$ cat src/rtl/fifo_pkg.sv
// Types and defaults shared by the Fifo and its byte serializer consumer.
// Keep SIZE/OUT_W defaults here so both blocks agree on word geometry.
package fifo_pkg;

    localparam int FIFO_SIZE  = 32;
    localparam int FIFO_OUT_W = 8;

    typedef enum logic [1:0] {
        IDLE,
        SHIFT,
        CSUM
    } state_t;

    function automatic int beats_f(input int size, input int out_w);
        return size / out_w;
    endfunction

endpackage

$ cat src/rtl/fifo_byte_serializer_if.sv
// Upstream word pop handshake plus downstream beat stream of the serializer.
// slave is the serializer side, master is the side that drives its inputs.
interface fifo_byte_serializer_if #(
    parameter int SIZE  = fifo_pkg::FIFO_SIZE,
    parameter int OUT_W = fifo_pkg::FIFO_OUT_W
);
    logic             valid_i;
    logic [SIZE-1:0]  data_i;
    logic             ready_o;
    logic             valid_o;
    logic [OUT_W-1:0] data_o;
    logic             last_o;
    logic             ready_i;

    modport slave (
        input  valid_i, data_i, ready_i,
        output ready_o, valid_o, data_o, last_o
    );

    modport master (
        output valid_i, data_i, ready_i,
        input  ready_o, valid_o, data_o, last_o
    );
endinterface

$ cat src/rtl/fifo_byte_serializer.sv
// Pops SIZE-bit words and emits OUT_W-bit framed beats; 1-cycle accept-to-beat latency, zero-bubble
// across words; downstream stall freezes beat, last and counters. FIFO_BYTE_SERIALIZER_CHECKSUM_EN appends an XOR beat per burst.
module fifo_byte_serializer
    import fifo_pkg::*;
#(
    parameter int SIZE        = FIFO_SIZE,
    parameter int OUT_W       = FIFO_OUT_W,
    parameter int BURST_WORDS = 4,
    parameter bit MSB_FIRST   = 1'b1
) (
    input logic                    clk_i,
    input logic                    rst_i,
    fifo_byte_serializer_if.slave  bus
);

    localparam int BEATS = beats_f(SIZE, OUT_W);
    localparam int BCW   = (BEATS > 1) ? $clog2(BEATS) : 1;
    localparam int WCW   = (BURST_WORDS > 1) ? $clog2(BURST_WORDS) : 1;
    localparam logic [BCW-1:0] BEAT_LAST = BCW'(BEATS - 1);
    localparam logic [WCW-1:0] WORD_LAST = WCW'(BURST_WORDS - 1);

    state_t           state;
    state_t           state_nxt;
    logic [BCW-1:0]   beat_cnt;
    logic [WCW-1:0]   word_cnt;
    logic [SIZE-1:0]  shreg;
    logic [OUT_W-1:0] cur_beat;
    logic             last_beat;
    logic             last_word;
    logic             accept;
    logic             beat_hs;
    logic             csum_pend;

    assign cur_beat  = MSB_FIRST ? shreg[SIZE-1 -: OUT_W] : shreg[OUT_W-1:0];
    assign last_beat = (beat_cnt == BEAT_LAST);
    assign last_word = (word_cnt == WORD_LAST);
    assign accept    = bus.valid_i && bus.ready_o;
    assign beat_hs   = (state == SHIFT) && bus.valid_o && bus.ready_i;

`ifdef FIFO_BYTE_SERIALIZER_CHECKSUM_EN
    logic [OUT_W-1:0] csum;
    // The final word of a burst hands over to the checksum beat, not a new word.
    assign csum_pend = last_word;
`else
    assign csum_pend = 1'b0;
`endif

    always_ff @(posedge clk_i) begin
        if (rst_i) begin
            state <= IDLE;
        end else begin
            state <= state_nxt;
        end
    end

    always_comb begin
        state_nxt   = state;
        bus.ready_o = 1'b0;
        bus.valid_o = 1'b0;
        bus.data_o  = '0;
        bus.last_o  = 1'b0;
        if (!rst_i) begin
            case (state)
                IDLE: begin
                    bus.ready_o = 1'b1;
                    if (bus.valid_i) state_nxt = SHIFT;
                end
                SHIFT: begin
                    bus.valid_o = 1'b1;
                    bus.data_o  = cur_beat;
`ifdef FIFO_BYTE_SERIALIZER_CHECKSUM_EN
                    bus.last_o  = 1'b0;
`else
                    bus.last_o  = last_beat && last_word;
`endif
                    // Combinational from ready_i so the next word lands on the same edge.
                    bus.ready_o = last_beat && bus.ready_i && !csum_pend;
                    if (bus.ready_i && last_beat) begin
                        if (csum_pend)        state_nxt = CSUM;
                        else if (bus.valid_i) state_nxt = SHIFT;
                        else                  state_nxt = IDLE;
                    end
                end
                CSUM: begin
`ifdef FIFO_BYTE_SERIALIZER_CHECKSUM_EN
                    bus.valid_o = 1'b1;
                    bus.data_o  = csum;
                    bus.last_o  = 1'b1;
                    if (bus.ready_i) state_nxt = IDLE;
`else
                    state_nxt = IDLE;
`endif
                end
                default: state_nxt = IDLE;
            endcase
        end
    end

    always_ff @(posedge clk_i) begin
        if (rst_i) begin
            beat_cnt <= '0;
            word_cnt <= '0;
            shreg    <= '0;
        end else begin
            if (beat_hs) begin
                if (last_beat) begin
                    beat_cnt <= '0;
                    word_cnt <= last_word ? '0 : word_cnt + 1'b1;
                end else begin
                    beat_cnt <= beat_cnt + 1'b1;
                    shreg    <= MSB_FIRST ? (shreg << OUT_W) : (shreg >> OUT_W);
                end
            end
            if (accept) begin
                shreg    <= bus.data_i;
                beat_cnt <= '0;
            end
        end
    end

`ifdef FIFO_BYTE_SERIALIZER_CHECKSUM_EN
    always_ff @(posedge clk_i) begin
        if (rst_i) begin
            csum <= '0;
        end else if (beat_hs) begin
            csum <= csum ^ cur_beat;
        end else if ((state == CSUM) && bus.ready_i) begin
            csum <= '0;
        end
    end
`endif

endmodule

$ cat src/flat_wrapper.sv
// flat-port wrapper written by rule: the top's interface ports become plain ports
module fifo_byte_serializer_flat import fifo_pkg::*;
#(
    parameter int SIZE        = FIFO_SIZE,
    parameter int OUT_W       = FIFO_OUT_W,
    parameter int BURST_WORDS = 4,
    parameter bit MSB_FIRST   = 1'b1
)
  (clk_i, rst_i, bus_valid_i, bus_data_i, bus_ready_i, bus_ready_o, bus_valid_o, bus_data_o, bus_last_o);
  fifo_byte_serializer_if #(.SIZE(SIZE), .OUT_W(OUT_W)) bus_i ();
  input logic clk_i;
  input logic rst_i;
  input wire logic [$bits(bus_i.valid_i)-1:0] bus_valid_i;
  input wire logic [$bits(bus_i.data_i)-1:0] bus_data_i;
  input wire logic [$bits(bus_i.ready_i)-1:0] bus_ready_i;
  output wire logic [$bits(bus_i.ready_o)-1:0] bus_ready_o;
  output wire logic [$bits(bus_i.valid_o)-1:0] bus_valid_o;
  output wire logic [$bits(bus_i.data_o)-1:0] bus_data_o;
  output wire logic [$bits(bus_i.last_o)-1:0] bus_last_o;
  assign bus_i.valid_i = bus_valid_i;
  assign bus_i.data_i = bus_data_i;
  assign bus_i.ready_i = bus_ready_i;
  assign bus_ready_o = bus_i.ready_o;
  assign bus_valid_o = bus_i.valid_o;
  assign bus_data_o = bus_i.data_o;
  assign bus_last_o = bus_i.last_o;
  fifo_byte_serializer #(.SIZE(SIZE), .OUT_W(OUT_W), .BURST_WORDS(BURST_WORDS), .MSB_FIRST(MSB_FIRST)) u_core (.clk_i(clk_i), .rst_i(rst_i), .bus(bus_i));
endmodule
$ cat config.mk
export PLATFORM = sky130hd
export DESIGN_NAME = fifo_byte_serializer_flat
export DESIGN_NICKNAME = d
export VERILOG_FILES = /design/src/rtl/fifo_pkg.sv /design/src/rtl/fifo_byte_serializer_if.sv /design/src/rtl/fifo_byte_serializer.sv /design/src/flat_wrapper.sv
export SDC_FILE = /design/constraint.sdc
export NUM_CORES = 1
export LEC_CHECK = 0
export ABC_CLOCK_PERIOD_IN_PS = 4500
export CORE_UTILIZATION = 60
export DETAILED_ROUTE_END_ITERATION = 16
export DONT_BUFFER_PORTS = 1
export PLACE_DENSITY = 0.75
export SLEW_MARGIN = 5
export SYNTH_ARGS = -nofsm -noshare
export SYNTH_HDL_FRONTEND = slang
export SYNTH_SLANG_ARGS = --single-unit
$ cat constraint.sdc
create_clock -name clk_i -period 4.5 [get_ports clk_i]
set_clock_uncertainty 0.1 [all_clocks]
set_input_delay 0.9 -clock clk_i [delete_from_list [all_inputs] [get_ports clk_i]]
set_output_delay 0.9 -clock clk_i [all_outputs]
set_load 0.02 [all_outputs]
# After elaboration in Yosys (flattened, before gate mapping)

Index checks and enable logic that the tools add are counted.

Add/subtract/negate cells: 2
Eq/ne operators: 6
Multiplexer cells: 17
Reductions and logical operators: 11

Operator list:

| kind                                           | number |
|---|---|
| two-way mux 32 bit                             | 3 |
| two-way mux 8 bit                              | 2 |
| two-way mux 2 bit                              | 4 |
| two-way mux 1 bit                              | 6 |
| != test 2 bit (second input constant)          | 3 |
| AND reduction 2 bit                            | 3 |
| logical AND 1 bit                              | 5 |
| adder 2 x 1 -> 2 bit (second input constant)   | 2 |
| == test 2 bit (second input constant)          | 2 |
| case mux 2 bit (2 select lines)                | 1 |
| == test 2 x 1 -> 1 bit (second input constant) | 1 |
| zero test 2 bit                                | 1 |
| case mux 1 bit (2 select lines)                | 1 |
| nonzero test 2 bit                             | 1 |
| OR reduction 2 bit                             | 1 |

Register bits: 38

# Longest topological paths before layout

Gate-level depths: netlist of run 1.

Depth in word-level cells: 7
Mapped depth: 6
Depth with buffers taken out: 4

# Worst setup path before layout of run 1

OpenSTA, ideal clock, no wires.

Kind: input-to-output
Start point: input port rst_i
End point: output port bus_last_o
Arrival: 1.648 ns
Path slack: 1.852 ns
Cell stages on the path: 3
Buffers on the path: 1
Path through: nor2b_1 clkbuf_1 and3_1

Word-level cells in the longest chain between the ends: 1

RTL lines:

| what              | line                       | text |
|---|---|---|
| from (decl)       | flat_wrapper.sv:12         | `input logic rst_i;` |
| two-way mux 1 bit | fifo_byte_serializer.sv:62 | `if (!rst_i) begin` |
| to (decl)         | flat_wrapper.sv:19         | `output wire logic [$bits(bus_i.last_o)-1:0] bus_last_o;` |

No other way between the ends.

# Final worst setup path of run 1

Start point: register u_core.state[0]
End point: output port bus_last_o

Word-level cells in the longest chain between the ends: 3

RTL lines:

| what                   | line                       | text |
|---|---|---|
| from (decl)            | fifo_byte_serializer.sv:22 | `state_t state;` |
| from (signal assigned) | fifo_byte_serializer.sv:52 | `state <= state_nxt;` |
| == test 2 x 1 -> 1 bit | fifo_byte_serializer.sv:63 | `case (state)` |
| two-way mux 1 bit      | fifo_byte_serializer.sv:63 |  |
| two-way mux 1 bit      | fifo_byte_serializer.sv:62 |  |

No other way between the ends.

==> impl_metrics.toml, run 1 <==
[outcome]
status = "complete, no violations"

[logic_synthesis]
async_flop_share_pct = 0
ys_top_cells_by_count = "nand2_1 (50), dfxtp_1 (37), a311oi_2 (24), nor3_1 (24), nand3_1 (10)"
ys.flop_type = "dfxtp_1"
synth_area_sq_um = 1957
yosysMostFrequentCell = "nand2_1"
yosys_warnings = 0
synth_edf_count = 0
yosys-top-cells-area = "dfxtp_1 (38%), a311oi_2 (18%), nand2_1 (9.6%), nor3_1 (6.1%), buf_4 (3.1%)"
synthCells = 217
yosysSeqAreaShare_pct = 37.85
yosys.area.top_type = "dfxtp_1"
synth_top_area_share_pct = 37.85
synth_cell_types = 28
ys_ff_latch = 37
avgSynthCellArea_sq_um = 9.018
synth.net_count = 255

[drt]
drt-initial-drc-count = 41
firstDrtPassIters = 4
ant_nets = 0
drt-total-wl_um = 3834
num_vias = 1487
via_per_inst = 6.094
drc = 0
wl_per_cell_um = 15.71

[sta]
setup_violations = 0
finalCritPeriodShare_pct = 66.02
worst_pin_slew_ns = 1.163
rsz0062_at_grt = "false"
fin_tns_setup_ns = 0
setup_ws_ns = 1.529
final.min_clock_period_ns = 2.971
fmax_ghz = 0.3366
slew_headroom_pct = 22.46
slew_viol_final = 0
hold_viol = 0

[critical_path]
required_ns = 3.50
r2r_start = "u_core.beat_cnt[0]$_SDFFE_PP0P_"
reg2reg_slack_ns = 2.37
reg2reg_depth = 4
worstSetupPathType = "reg2out"
r2r_end = "u_core.shreg[8]$_SDFFE_PP0P_"
start_kind = "flop"
cp-end-kind = "output pin"
worst-path-max-fanout = 10
crit_arrival_ns = 1.97

[finish]
final_nets = 239
diodes = 0
final_area_sq_um = 1906
fillers = 270
area_growth_pct = -2.621
drive_gt1_share_pct = 17.00

[global_routing]
antenna_found_initial = 0
grt_max_degree = 44
grt_pass1_wl_um = 6327
grt_pass1_vias = 1425
track_usage_pct = 23.86
gr-total-overflow = 0

[die]
die_h_um = 59.11
coreArea_sq_um = 3078
rows = 20
die-area_sq_um = 3494
die_x_um = 59.11
start_util_pct = 63.58
num_io_pins = 47

[power_and_ir_drop]
pwr_density_cell_nw_per_um2 = 308.3
p_leak_nw = 0.5932
ir_drop_uv = 168.3

[cts]
cts.hold.buffers_added = 0
clk_pin_slew_ns = 0.10
clock-root-buffer = "clkbuf_4"
numCtsBuffers = 5
cts_sinks = 37
clk_latency_ns = 0.34
htree_levels = 2
cts_buffer_depth = 2
cts_tree = "done"
cts_setup_buffers = 0
cts-resized-gates = 0

[placed_design]
place_hpwl_um = 2521
post-place-ws_ns = 1.519
placed_area_sq_um = 1863
port_buffers = 0
gp_congestion = 0.7714

[hold_path]
min_path_cells = 2
worst_hold_path_type = "reg2reg"
hold_path_end = "u_core.beat_cnt[1]$_SDFFE_PP0P_"
hp-start = "u_core.beat_cnt[1]$_SDFFE_PP0P_"

[run]
cap_violations = 0
[cell usage in the layout (no fill, tap or decap)]
| cell type | instances |
|---|---|
| a21boi_4 | 1 |
| clkinv_2 | 1 |
| and2_1 | 8 |
| or3_1 | 1 |
| nor2_1 | 6 |
| a311oi_2 | 24 |
| a32oi_1 | 1 |
| nand3_1 | 10 |
| nand2_1 | 50 |
| buf_4 | 1 |
| nand4bb_1 | 1 |
| nor3_1 | 24 |
| nand2_2 | 1 |
| a21bo_1 | 1 |
| mux2i_1 | 2 |
| a21oi_1 | 9 |
| dfxtp_1 | 37 |
| nand2b_1 | 1 |
| nand2_4 | 1 |
| ha_1 | 2 |
| and4bb_1 | 1 |
| nor2b_1 | 2 |
| and3_1 | 1 |
| clkbuf_4 | 5 |
| o211ai_1 | 8 |
| a221oi_1 | 1 |
[cell type report]
class,count,area [sq um],area share [%]
Tap cell,44,55.05,2.889
Timing Repair Buffer,1,7.507,0.3940
Clock inverter,1,5.005,0.2626
Multi-Input combinational cell,156,1060,55.61
Sequential cell,37,740.7,38.87
Clock buffer,5,37.54,1.970
[worst max-delay path, cell delays in order, from the launching register on]
cell     delay (ns)
dfxtp_1        0.50
nor2b_1        0.75
and3_1         0.38
[registers in the layout (all words and copies together) (netlist names)]
name	flops
u_core.word_cnt	2
u_core.beat_cnt	2
u_core.shreg	32
u_core.state	1
[power by group]
part / internal, mW / total [mW] / switching (mW)
combinational: 0.0280 / 0.0726 / 0.0446
sequential: 0.346 / 0.356 / 0.0104
clock: 0.0542 / 0.158 / 0.104
[logic make-up after synthesis]
family	Yosys count	synth area share, %
AO/OA/AOI/OAI	45	26.15
adder cells (fa/ha/maj)	2	1.279
buffers and inverters	24	7.992
flip-flops	37	37.85
multiplexers	2	1.023
AND/OR/NAND/NOR	107	25.70
[routing by layer]
layer	vias to the layer above	part of all wire (%)	global-route usage, %
met4	0	1.3	7.823
met5	-	0	0
met3	5	5.9	7.860
met1	688	46	28.34
li1	749	-	-
met2	45	47	40.58
[per-stage QoR]
step	hold WS (ns)	instances	utilization (%)	power, mW
6_report	0.3803	244	61.91	0.5875
5_1_grt	0.4141	244	61.91	0.6135
4_1_cts	0.3867	244	61.91	0.5925
3_5_place_dp	0.3699	238	60.53	0.4367
3_3_place_gp	0.3503	238	60.53	0.4324
2_1_floorplan	0.3493	217	-	0.4395
[worst max-delay path by stage]
stage                             to  cells after the start  slack, ns                          from
after floorplan           bus_last_o                      3       1.85                         rst_i
after global routing      bus_last_o                      2       1.34  u_core.state[0]$_SDFFE_PP0P_
after CTS                 bus_last_o                      2       1.49  u_core.state[0]$_SDFFE_PP0P_
after detailed placement  bus_last_o                      2       1.52                         rst_i
after global placement    bus_last_o                      2       1.52                         rst_i
final                     bus_last_o                      2       1.53  u_core.state[0]$_SDFFE_PP0P_
Power figures use the tool's default switching activity.
==> run 2, diff against run 1 <==
- ABC_CLOCK_PERIOD_IN_PS: 4500 -> 2500
- CORE_UTILIZATION: 60 -> 56
- PLACE_DENSITY: 0.75 -> 0.73
- clock period: 4.5 -> 2.5 ns (I/O delays scaled with it)
==> impl_metrics.toml, run 2 (same netlist as run 1, synthesis figures left out) <==
[global_routing]
grt_pass1_wl_um = 6210
gr-total-overflow = 0
track_usage_pct = 22.95
grt_max_degree = 44
antenna_found_initial = 0
grt_pass1_vias = 1365

[critical_path]
r2r_end = "u_core.shreg[22]$_SDFFE_PP0P_"
cp-endpoint = "bus_ready_o"
crit_start = "u_core.beat_cnt[0]$_SDFFE_PP0P_"
crit_arrival_ns = 1.62
worst-path-max-fanout = 15
cp-end-kind = "output pin"
worstSetupPathType = "reg2out"
start_kind = "flop"
r2r_start = "u_core.beat_cnt[0]$_SDFFE_PP0P_"
required_ns = 1.90
reg2reg_depth = 5
reg2reg_slack_ns = 0.56

[placed_design]
post-place-ws_ns = 0.5506
port_buffers = 0
place_hpwl_um = 2691
placed_area_sq_um = 1896
gp_congestion = 0.7363

[finish]
drive_gt1_share_pct = 18.93
diodes = 0
area_growth_pct = -0.5114
fillers = 309
max_flop_register = "u_core.shreg"
final_common_cell = "nand2_1"
final_nets = 243
mostFrequentLayoutCells = "nand2_1 (50), dfxtp_1 (37), nor3_1 (24), a311oi_2 (24), nand3_1 (10)"
final_area_sq_um = 1947
largest_registers = "u_core.shreg x32, u_core.beat_cnt x2, u_core.word_cnt x2"
largest_reg_flops = 32

[drt]
via_per_inst = 6.036
top_layer = "met4"
drt-initial-drc-count = 79
wl_per_cell_um = 15.89
drc = 0
ant_nets = 0
num_vias = 1521
drt-met1-wl_um = 1725
firstDrtPassIters = 4
wl_met3_um = 291
drt-total-wl_um = 4004
wl_met2_um = 1960

[sta]
whs_ns = 0.1110
slew_headroom_pct = 55.44
rsz0062_at_grt = "false"
hold_viol = 0
setup_violations = 0
fmax_ghz = 0.4496
worst_pin_slew_ns = 0.6670
final.min_clock_period_ns = 2.224
slew_viol_final = 0
setup_ws_ns = 0.2756
finalCritPeriodShare_pct = 88.98
fin_tns_setup_ns = 0

[die]
die_x_um = 61.12
coreArea_sq_um = 3337
num_io_pins = 47
start_util_pct = 58.64
rows = 21
die_h_um = 61.12
die-area_sq_um = 3735

[cts]
cts_buffer_depth = 2
clk_pin_slew_ns = 0.11
cts_setup_buffers = 0
cts_sinks = 37
clock-root-buffer = "clkbuf_4"
htree_levels = 2
cts.hold.buffers_added = 0
numCtsBuffers = 5
cts-resized-gates = 0
clk_latency_ns = 0.34
cts_tree = "done"

[hold_path]
worst_hold_path_type = "in2reg"

[power_and_ir_drop]
p_int_uw = 784.3
power_frac_comb_pct = 12.6
p_sw_uw = 294.7
power.sequential.fraction_pct = 59.5
ir_drop_uv = 335.2
p_leak_nw = 0.6184
p_sw_share_pct = 27.31
pwr_density_cell_nw_per_um2 = 554.2
power_mw = 1.079
clockPowerShare_pct = 27.9

[run]
cap_violations = 0

[outcome]
status = "complete, no violations"
run 2: cell types whose count changed in the layout (fill, tap and decap cells not counted):
cell,delta
buf_4,+4
clkbuf_1,+1
clkinv_2,+1
run 2: stage by stage:
| stage | std cells | utilization (%) |
|---|---|---|
| 4_1_cts | 252 | 58.34 |
| 2_1_floorplan | 217 | - |
| 5_1_grt | 252 | 58.34 |
| 6_report | 252 | 58.34 |
| 3_3_place_gp | 244 | 56.81 |
| 3_5_place_dp | 244 | 56.81 |
run 2: how the worst min path moves through the flow:
stage / from / slack, ns / depth (start not counted) / to
final: rst_i / 0.11 / 1 / u_core.word_cnt[1]$_SDFFE_PP0P_
after global routing: rst_i / 0.08 / 1 / u_core.shreg[9]$_SDFFE_PP0P_
after CTS: rst_i / 0.10 / 1 / u_core.shreg[5]$_SDFFE_PP0P_
after detailed placement: u_core.word_cnt[0]$_SDFFE_PP0P_ / 0.36 / 2 / u_core.word_cnt[0]$_SDFFE_PP0P_
after global placement: u_core.word_cnt[0]$_SDFFE_PP0P_ / 0.35 / 2 / u_core.word_cnt[0]$_SDFFE_PP0P_
after floorplan: u_core.word_cnt[0]$_SDFFE_PP0P_ / 0.35 / 2 / u_core.word_cnt[0]$_SDFFE_PP0P_
run 2: per-layer routing:
| layer | GRT usage [%] | vias to the layer above |
|---|---|---|
| met5 | 0 | - |
| met4 | 7.792 | 0 |
| met3 | 7.983 | 2 |
| met2 | 37.73 | 49 |
| met1 | 27.98 | 714 |
| li1 | - | 756 |
run 2: layout make-up:
class | instances | area, sq um | share of cell area, %
Timing Repair Buffer | 5 | 37.54 | 1.928
Multi-Input combinational cell | 156 | 1060 | 54.43
Sequential cell | 37 | 740.7 | 38.05
Clock inverter | 2 | 10.01 | 0.5141
Clock buffer | 6 | 41.29 | 2.121
Tap cell | 46 | 57.56 | 2.956
run 2: critical path, cell delays in order (launching register included):
cell	delay, ns
dfxtp_1	0.34
ha_1	0.29
a21boi_4	0.43
nor2_1	0.21
run 2: power by group through the flow:
| stage | registers (mW) | logic (mW) | clock network [mW] |
|---|---|---|---|
| final | 0.642 | 0.136 | 0.301 |
| after floorplan | 0.648 | 0.143 | 0 |
| after CTS | 0.641 | 0.138 | 0.305 |
| after global placement | 0.653 | 0.130 | 0 |
| after global routing | 0.647 | 0.151 | 0.343 |
| after detailed placement | 0.655 | 0.137 | 0 |
